===== src/rtl/instr_encoder_if.sv =====
// instr_encoder_if -- request/response bundle for the instruction encoder.
//
// Request side (upstream -> encoder):
//   in_valid / in_ready      handshake, accept when both high at a rising edge
//   in_kind                  0=R-type, 1=I-type, 2=J-type, 3=illegal
//   in_op, in_aluop          opcode (I/J) and ALU op (R)
//   in_rd, in_rs, in_rt      register fields
//   in_shamt                 shift amount (R)
//   in_imm                   17-bit immediate (I)
//   in_target                27-bit jump target (J)
// Response side (encoder -> downstream):
//   out_valid / out_ready    handshake, transfer when both high at a rising edge
//   out_insn                 encoded 32-bit instruction word (oldest queued)
//
// Modports: master = the side issuing requests and consuming words,
//           slave  = the encoder.

interface instr_encoder_if;
    logic        in_valid;
    logic        in_ready;
    logic [1:0]  in_kind;
    logic [4:0]  in_op;
    logic [4:0]  in_aluop;
    logic [4:0]  in_rd;
    logic [4:0]  in_rs;
    logic [4:0]  in_rt;
    logic [4:0]  in_shamt;
    logic [16:0] in_imm;
    logic [26:0] in_target;
    logic        out_valid;
    logic        out_ready;
    logic [31:0] out_insn;

    modport master (
        output in_valid, in_kind, in_op, in_aluop, in_rd, in_rs, in_rt,
               in_shamt, in_imm, in_target, out_ready,
        input  in_ready, out_valid, out_insn
    );

    modport slave (
        input  in_valid, in_kind, in_op, in_aluop, in_rd, in_rs, in_rt,
               in_shamt, in_imm, in_target, out_ready,
        output in_ready, out_valid, out_insn
    );
endinterface


===== src/rtl/instr_encoder.sv =====
// instr_encoder -- packs decoded instruction fields into a 32-bit word and
// buffers the result in a 2-entry output FIFO.
//
// Ports:
//   clock         rising-edge clock
//   reset         synchronous, active-high; empties the FIFO and clears
//                 the counter and the illegal flag
//   bus           instr_encoder_if.slave (request fields, in/out handshakes)
//   issued_count  number of words delivered downstream, wraps at 16 bits
//   err_illegal   sticky flag, set when an illegal-kind request is accepted
//
// Word formats:
//   R: {5'b0, rd, rs, rt, shamt, aluop, 2'b00}
//   I: {op, rd, rs, imm[16:0]}
//   J: {op, target[26:0]}
//   illegal: 32'h0 (NOP)

module instr_encoder (
    input  logic          clock,
    input  logic          reset,
    instr_encoder_if.slave bus,
    output logic [15:0]   issued_count,
    output logic          err_illegal
);

    typedef enum logic [1:0] {
        KIND_R       = 2'd0,
        KIND_I       = 2'd1,
        KIND_J       = 2'd2,
        KIND_ILLEGAL = 2'd3
    } kind_e;

    typedef enum logic [1:0] {
        EMPTY = 2'd0,
        ONE   = 2'd1,
        TWO   = 2'd2
    } fifo_state_e;

    fifo_state_e state, state_next;
    logic [31:0] head, head_next;   // oldest word, shown on out_insn
    logic [31:0] tail, tail_next;   // second word, valid only in TWO
    logic [31:0] enc_word;
    logic        accept;
    logic        transfer;
    kind_e       kind;

    assign kind     = kind_e'(bus.in_kind);
    assign accept   = bus.in_valid && bus.in_ready;
    assign transfer = bus.out_valid && bus.out_ready;

    // Field packing. Only the fields belonging to the selected kind reach
    // the word, so stale values on unused inputs cannot leak through.
    // NOTE: every signal assigned in an always_comb gets a default first;
    // a path that skips an assignment would otherwise infer a latch.
    always_comb begin
        enc_word = '0;
        case (kind)
            KIND_R:  enc_word = {5'b00000, bus.in_rd, bus.in_rs, bus.in_rt,
                                 bus.in_shamt, bus.in_aluop, 2'b00};
            KIND_I:  enc_word = {bus.in_op, bus.in_rd, bus.in_rs, bus.in_imm};
            KIND_J:  enc_word = {bus.in_op, bus.in_target};
            default: enc_word = '0;
        endcase
    end

    // FIFO next-state. In ONE with a simultaneous accept and transfer the
    // head leaves and the new word takes its place. TWO never accepts, so
    // a transfer there just promotes the tail.
    always_comb begin
        state_next = state;
        head_next  = head;
        tail_next  = tail;
        case (state)
            EMPTY: begin
                if (accept) begin
                    state_next = ONE;
                    head_next  = enc_word;
                end
            end
            ONE: begin
                case ({accept, transfer})
                    2'b10: begin
                        state_next = TWO;
                        tail_next  = enc_word;
                    end
                    2'b01: begin
                        state_next = EMPTY;
                        head_next  = '0;
                    end
                    2'b11: begin
                        head_next  = enc_word;
                    end
                    default: ;
                endcase
            end
            TWO: begin
                if (transfer) begin
                    state_next = ONE;
                    head_next  = tail;
                    tail_next  = '0;
                end
            end
            default: begin
                state_next = EMPTY;
                head_next  = '0;
                tail_next  = '0;
            end
        endcase
    end

    // NOTE: sequential state uses non-blocking assignments so every flop
    // samples the pre-edge values regardless of statement order.
    // NOTE: the two FIFO entries are cleared by reset as well as the state,
    // so no word from before a reset can ever resurface on out_insn.
    always_ff @(posedge clock) begin
        if (reset) begin
            state        <= EMPTY;
            head         <= '0;
            tail         <= '0;
            issued_count <= '0;
            err_illegal  <= 1'b0;
        end else begin
            state <= state_next;
            head  <= head_next;
            tail  <= tail_next;
            if (transfer) begin
                issued_count <= issued_count + 16'd1;
            end
            if (accept && kind == KIND_ILLEGAL) begin
                err_illegal <= 1'b1;
            end
        end
    end

    assign bus.in_ready  = (state != TWO);
    assign bus.out_valid = (state != EMPTY);
    assign bus.out_insn  = bus.out_valid ? head : 32'h0000_0000;

endmodule


===== src/flat_wrapper.sv =====
// flat-port wrapper written by rule: the top's interface ports become plain ports
module instr_encoder_flat 
  (clock, reset, issued_count, err_illegal, bus_in_valid, bus_in_kind, bus_in_op, bus_in_aluop, bus_in_rd, bus_in_rs, bus_in_rt, bus_in_shamt, bus_in_imm, bus_in_target, bus_out_ready, bus_in_ready, bus_out_valid, bus_out_insn);
  instr_encoder_if bus_i ();
  input  logic clock;
  input  logic reset;
  output logic [15:0] issued_count;
  output logic err_illegal;
  input wire logic [$bits(bus_i.in_valid)-1:0] bus_in_valid;
  input wire logic [$bits(bus_i.in_kind)-1:0] bus_in_kind;
  input wire logic [$bits(bus_i.in_op)-1:0] bus_in_op;
  input wire logic [$bits(bus_i.in_aluop)-1:0] bus_in_aluop;
  input wire logic [$bits(bus_i.in_rd)-1:0] bus_in_rd;
  input wire logic [$bits(bus_i.in_rs)-1:0] bus_in_rs;
  input wire logic [$bits(bus_i.in_rt)-1:0] bus_in_rt;
  input wire logic [$bits(bus_i.in_shamt)-1:0] bus_in_shamt;
  input wire logic [$bits(bus_i.in_imm)-1:0] bus_in_imm;
  input wire logic [$bits(bus_i.in_target)-1:0] bus_in_target;
  input wire logic [$bits(bus_i.out_ready)-1:0] bus_out_ready;
  output wire logic [$bits(bus_i.in_ready)-1:0] bus_in_ready;
  output wire logic [$bits(bus_i.out_valid)-1:0] bus_out_valid;
  output wire logic [$bits(bus_i.out_insn)-1:0] bus_out_insn;
  assign bus_i.in_valid = bus_in_valid;
  assign bus_i.in_kind = bus_in_kind;
  assign bus_i.in_op = bus_in_op;
  assign bus_i.in_aluop = bus_in_aluop;
  assign bus_i.in_rd = bus_in_rd;
  assign bus_i.in_rs = bus_in_rs;
  assign bus_i.in_rt = bus_in_rt;
  assign bus_i.in_shamt = bus_in_shamt;
  assign bus_i.in_imm = bus_in_imm;
  assign bus_i.in_target = bus_in_target;
  assign bus_i.out_ready = bus_out_ready;
  assign bus_in_ready = bus_i.in_ready;
  assign bus_out_valid = bus_i.out_valid;
  assign bus_out_insn = bus_i.out_insn;
  instr_encoder u_core (.clock(clock), .reset(reset), .bus(bus_i), .issued_count(issued_count), .err_illegal(err_illegal));
endmodule

===== config.mk =====
export PLATFORM = sky130hd
export DESIGN_NAME = instr_encoder_flat
export DESIGN_NICKNAME = d
export VERILOG_FILES = /design/src/rtl/instr_encoder_if.sv /design/src/rtl/instr_encoder.sv /design/src/flat_wrapper.sv
export SDC_FILE = /design/constraint.sdc
export NUM_CORES = 1
export LEC_CHECK = 0
export ABC_AREA = 1
export CORE_ASPECT_RATIO = 1.25
export CORE_UTILIZATION = 45
export DETAILED_ROUTE_END_ITERATION = 10
export DONT_BUFFER_PORTS = 1
export SETUP_SLACK_MARGIN = 0.4
export SLEW_MARGIN = 0
export SYNTH_ARGS = -nofsm -noshare
export SYNTH_HDL_FRONTEND = slang
export SYNTH_SLANG_ARGS = --single-unit

===== constraint.sdc =====
create_clock -name clock -period 1.8 [get_ports clock]
set_clock_uncertainty 0.15 [all_clocks]
set_input_delay 0.36 -clock clock [delete_from_list [all_inputs] [get_ports clock]]
set_output_delay 0.36 -clock clock [all_outputs]
set_load 0.1 [all_outputs]

==> flow_summary.ini <==
[logic_synthesis]
post_synthesis_share_of_cell_area_spent_on_xor_and_xnor_gates = 0.00366
ys_seq_area_frac = 0.347
yosys.area_share.simple = 0.361
synth_warnings = 0
postSynthNetCount = 843
synth.ff_latch_count = 83
synth_top_family_by_area = simple AND/OR/NAND/NOR gates
muxShareOfSynthArea = 0
synthesis.area_sq_um = 4790
adder_cell_area_share_of_the_yosys_netlist = 0.00261
post_synthesis_compound_gate_area_fraction = 0.174
syn_area_per_cell_sq_um = 6.28
synthCells = 762
synthDistinctLibCells = 33

[grt]
grt_overflow_total = 0
grt_pass1_vias = 5460
grt_use_total = 0.312
global_route_wire_length_before_repair_mm = 26.8
grt_antenna_before_repair = 0
grt_start_max_net_pins = 42

[route]
wl_mm = 20.6
drc_errors = 0
detail-route-antenna-nets = 0
vias_per_cell = 5.99
via_count = 5948
drtIter0Drc = 530
post_drt_wl_per_cell_um = 20.8
dr.pass1.iters = 9

[setup_path]
critical_path.max_fanout = 7
critical_path.reg2reg.startpoint = u_core.state[0]
setup.worst_path.start_class = register
data_required_time_of_the_worst_path_ps = 1290
ff2ff_setup_slack_ps = -160
timing_worst_setup_path_type = register to output pin
crit_path_start = u_core.state[0]
reg2regPathDepth = 12
worstSetupEndpointType = output pin
worst_r2r_endpoint = u_core.head[20]
data_arrival_time_of_the_worst_path_ps = 1490

[floorplanning]
design.portCount = 131
initial_core_util = 0.469
floorplan.rows = 41
coreArea_sq_um = 10200
die_area_sq_um = 11100
dieHeight_um = 117
die_w_um = 94.3

[hold_path]
worstHoldPathType = input pin to register
worstHoldPathCells = 1
hold_start = reset
hold_path_end = u_core.issued_count[11]

[sta]
maxSlewHeadroom = 0.717
rsz0062_at_grt = yes
worst_pin_slew_ps = 424
period_minus_slack_ps = 2000
maxClockFrequency_mhz = 501
post-route-period-util = 1.11
fin_setup_tns_ps = -7860
final_hold_viol_count = 39
setup_violations = 90
report.final.slew_viol_count = 0
worst_slack_ps = -197
finalHoldWorstSlack_ps = -82.0

[cells_and_area]
finish.instance_area_sq_um = 8300
finalCoreUtilization = 0.813
finish.net_count = 940
instances_no_fill = 993
syn_to_final_growth_pct = 73.5
drive_gt1_frac = 0.441
most_frequent_standard_cell_in_the_layout_excluding_fill_and_tap_cells = sky130_fd_sc_hd__nand2_1
insertedDiodeCount = 0
most-common-layout-cells = sky130_fd_sc_hd__nand2_1, sky130_fd_sc_hd__buf_12, sky130_fd_sc_hd__dfxtp_1

[cts]
cts.sinks = 83
clk_pin_slew_ps = 60
htree_levels = 3
number_of_clock_buffers_inserted_by_tritoncts = 9
insertion_delay_ps = 350
clock_tree_from_tritoncts = done
cts.path.max_buffers = 2
ctsRootBufferMaster = sky130_fd_sc_hd__clkbuf_16

[power_and_ir_drop]
maximum_ir_drop_on_the_vdd_rail_v = 0.000635
total_leakage_power_nw = 3.19
cellPowerDensity_nw_per_um2 = 700

[flow_run]
max_cap_violations = 0

[place]
routabilityCongestion = 0.812
dpl_cell_area_sq_um = 6100
buffer_ports.inserted = 0
dp.final_hpwl_mm = 9.75
post-place-cells = 909

[outcome]
failing_checks = hold timing, setup timing
run_status = complete, but fails checks
-- where the power goes --
group          switching (W)  internal [W]  total (W)
clock               0.000798       0.00109    0.00189
combinational        0.00112      0.000785    0.00191
sequential         0.0000831       0.00193    0.00201
total                0.00200       0.00381    0.00581
-- through the flow --
stage	power, W	setup slack (ps)
finish	0.00581	-197
CTS	0.00542	-165
detailed placement	0.00323	181
global placement	0.00321	196
floorplan	0.00300	-58.6
global route	0.00598	-245
-- how the worst max path moves through the flow --
stage                                  end  slack [ps]
final                     bus_out_insn[14]        -200
after global routing      bus_out_insn[14]        -250
after CTS                 bus_out_insn[21]        -160
after detailed placement   u_core.head[10]         180
after global placement    bus_out_insn[21]         200
after floorplan           bus_out_insn[10]         -60
-- registers in the layout, summed over array words and instances (netlist names) --
signal               count
u_core.issued_count     16
u_core.head             32
u_core.state             2
u_core.tail             32
u_core.err_illegal       1
-- critical path: stages (launching register included) --
cell	delay [ps]
sky130_fd_sc_hd__dfxtp_4	350
sky130_fd_sc_hd__nor2_4	250
sky130_fd_sc_hd__buf_6	160
sky130_fd_sc_hd__buf_12	150
sky130_fd_sc_hd__nor2_4	50
sky130_fd_sc_hd__buf_12	160
-- area by class of cell --
cell class | instances | area, sq um
clock buffer | 12 | 279
clock inverter | 4 | 20.0
fill | 593 | 1900
inverter | 71 | 309
multi-input combinational | 562 | 3550
sequential | 83 | 1730
tap | 129 | 161
timing repair buffer | 132 | 2250
-- cells in the mapped netlist --
cell type | n | area share
sky130_fd_sc_hd__buf_6 | 6 | 0.014
sky130_fd_sc_hd__dfxtp_1 | 83 | 0.35
sky130_fd_sc_hd__buf_4 | 6 | 0.0094
sky130_fd_sc_hd__clkbuf_2 | 1 | 0.0010
sky130_fd_sc_hd__nand2_4 | 1 | 0.0024
sky130_fd_sc_hd__a21oi_1 | 82 | 0.086
sky130_fd_sc_hd__clkbuf_1 | 11 | 0.0086
sky130_fd_sc_hd__a21oi_2 | 15 | 0.027
sky130_fd_sc_hd__nand3_1 | 84 | 0.088
sky130_fd_sc_hd__o21a_1 | 2 | 0.0031
sky130_fd_sc_hd__nor2_2 | 6 | 0.0078
sky130_fd_sc_hd__nand2_2 | 3 | 0.0039
sky130_fd_sc_hd__o21ai_2 | 1 | 0.0018
sky130_fd_sc_hd__xor2_1 | 1 | 0.0018
sky130_fd_sc_hd__ha_1 | 1 | 0.0026
sky130_fd_sc_hd__a31oi_1 | 5 | 0.0065
sky130_fd_sc_hd__nor3b_1 | 1 | 0.0016
sky130_fd_sc_hd__inv_1 | 63 | 0.049
sky130_fd_sc_hd__nand4_1 | 1 | 0.0013
sky130_fd_sc_hd__buf_1 | 4 | 0.0031
sky130_fd_sc_hd__inv_2 | 7 | 0.0055
sky130_fd_sc_hd__inv_4 | 1 | 0.0013
sky130_fd_sc_hd__o21bai_1 | 1 | 0.0016
sky130_fd_sc_hd__nand2_1 | 215 | 0.17
sky130_fd_sc_hd__a22oi_2 | 1 | 0.0026
sky130_fd_sc_hd__xnor2_1 | 1 | 0.0018
sky130_fd_sc_hd__nor2_4 | 5 | 0.012
sky130_fd_sc_hd__nand3_2 | 2 | 0.0042
sky130_fd_sc_hd__buf_2 | 18 | 0.019
sky130_fd_sc_hd__nor2_1 | 90 | 0.071
sky130_fd_sc_hd__o21ai_0 | 42 | 0.044
sky130_fd_sc_hd__nor3_1 | 1 | 0.0010
sky130_fd_sc_hd__a211oi_1 | 1 | 0.0016
-- what timing repair did --
item | in CTS | in global routing
hold endpoints to repair | 39 | 39
pin swaps | 14 | 53
buffers inserted | 34 | 14
cloned | 11 | 9
resized for setup | 120 | 148
setup endpoints to repair | 106 | 132
-- kinds of logic (layout without fill, tap and decap cells) --
| kind of cell | after synthesis | count (layout) |
|---|---|---|
| xor+xnor | 2 | 2 |
| simple gates | 409 | 409 |
| compound gates | 150 | 150 |
| fa+ha+maj | 1 | 1 |
| buf+inv | 117 | 219 |
| flops | 83 | 83 |
-- metal layers --
layer	global-route usage	wire length, um	vias up
met4	0.179	1250	0
met2	0.542	10900	356
li1	-	-	2652
met1	0.343	7160	2834
met5	0	0	-
met3	0.0649	1350	106
Power figures use the tool's default switching activity.
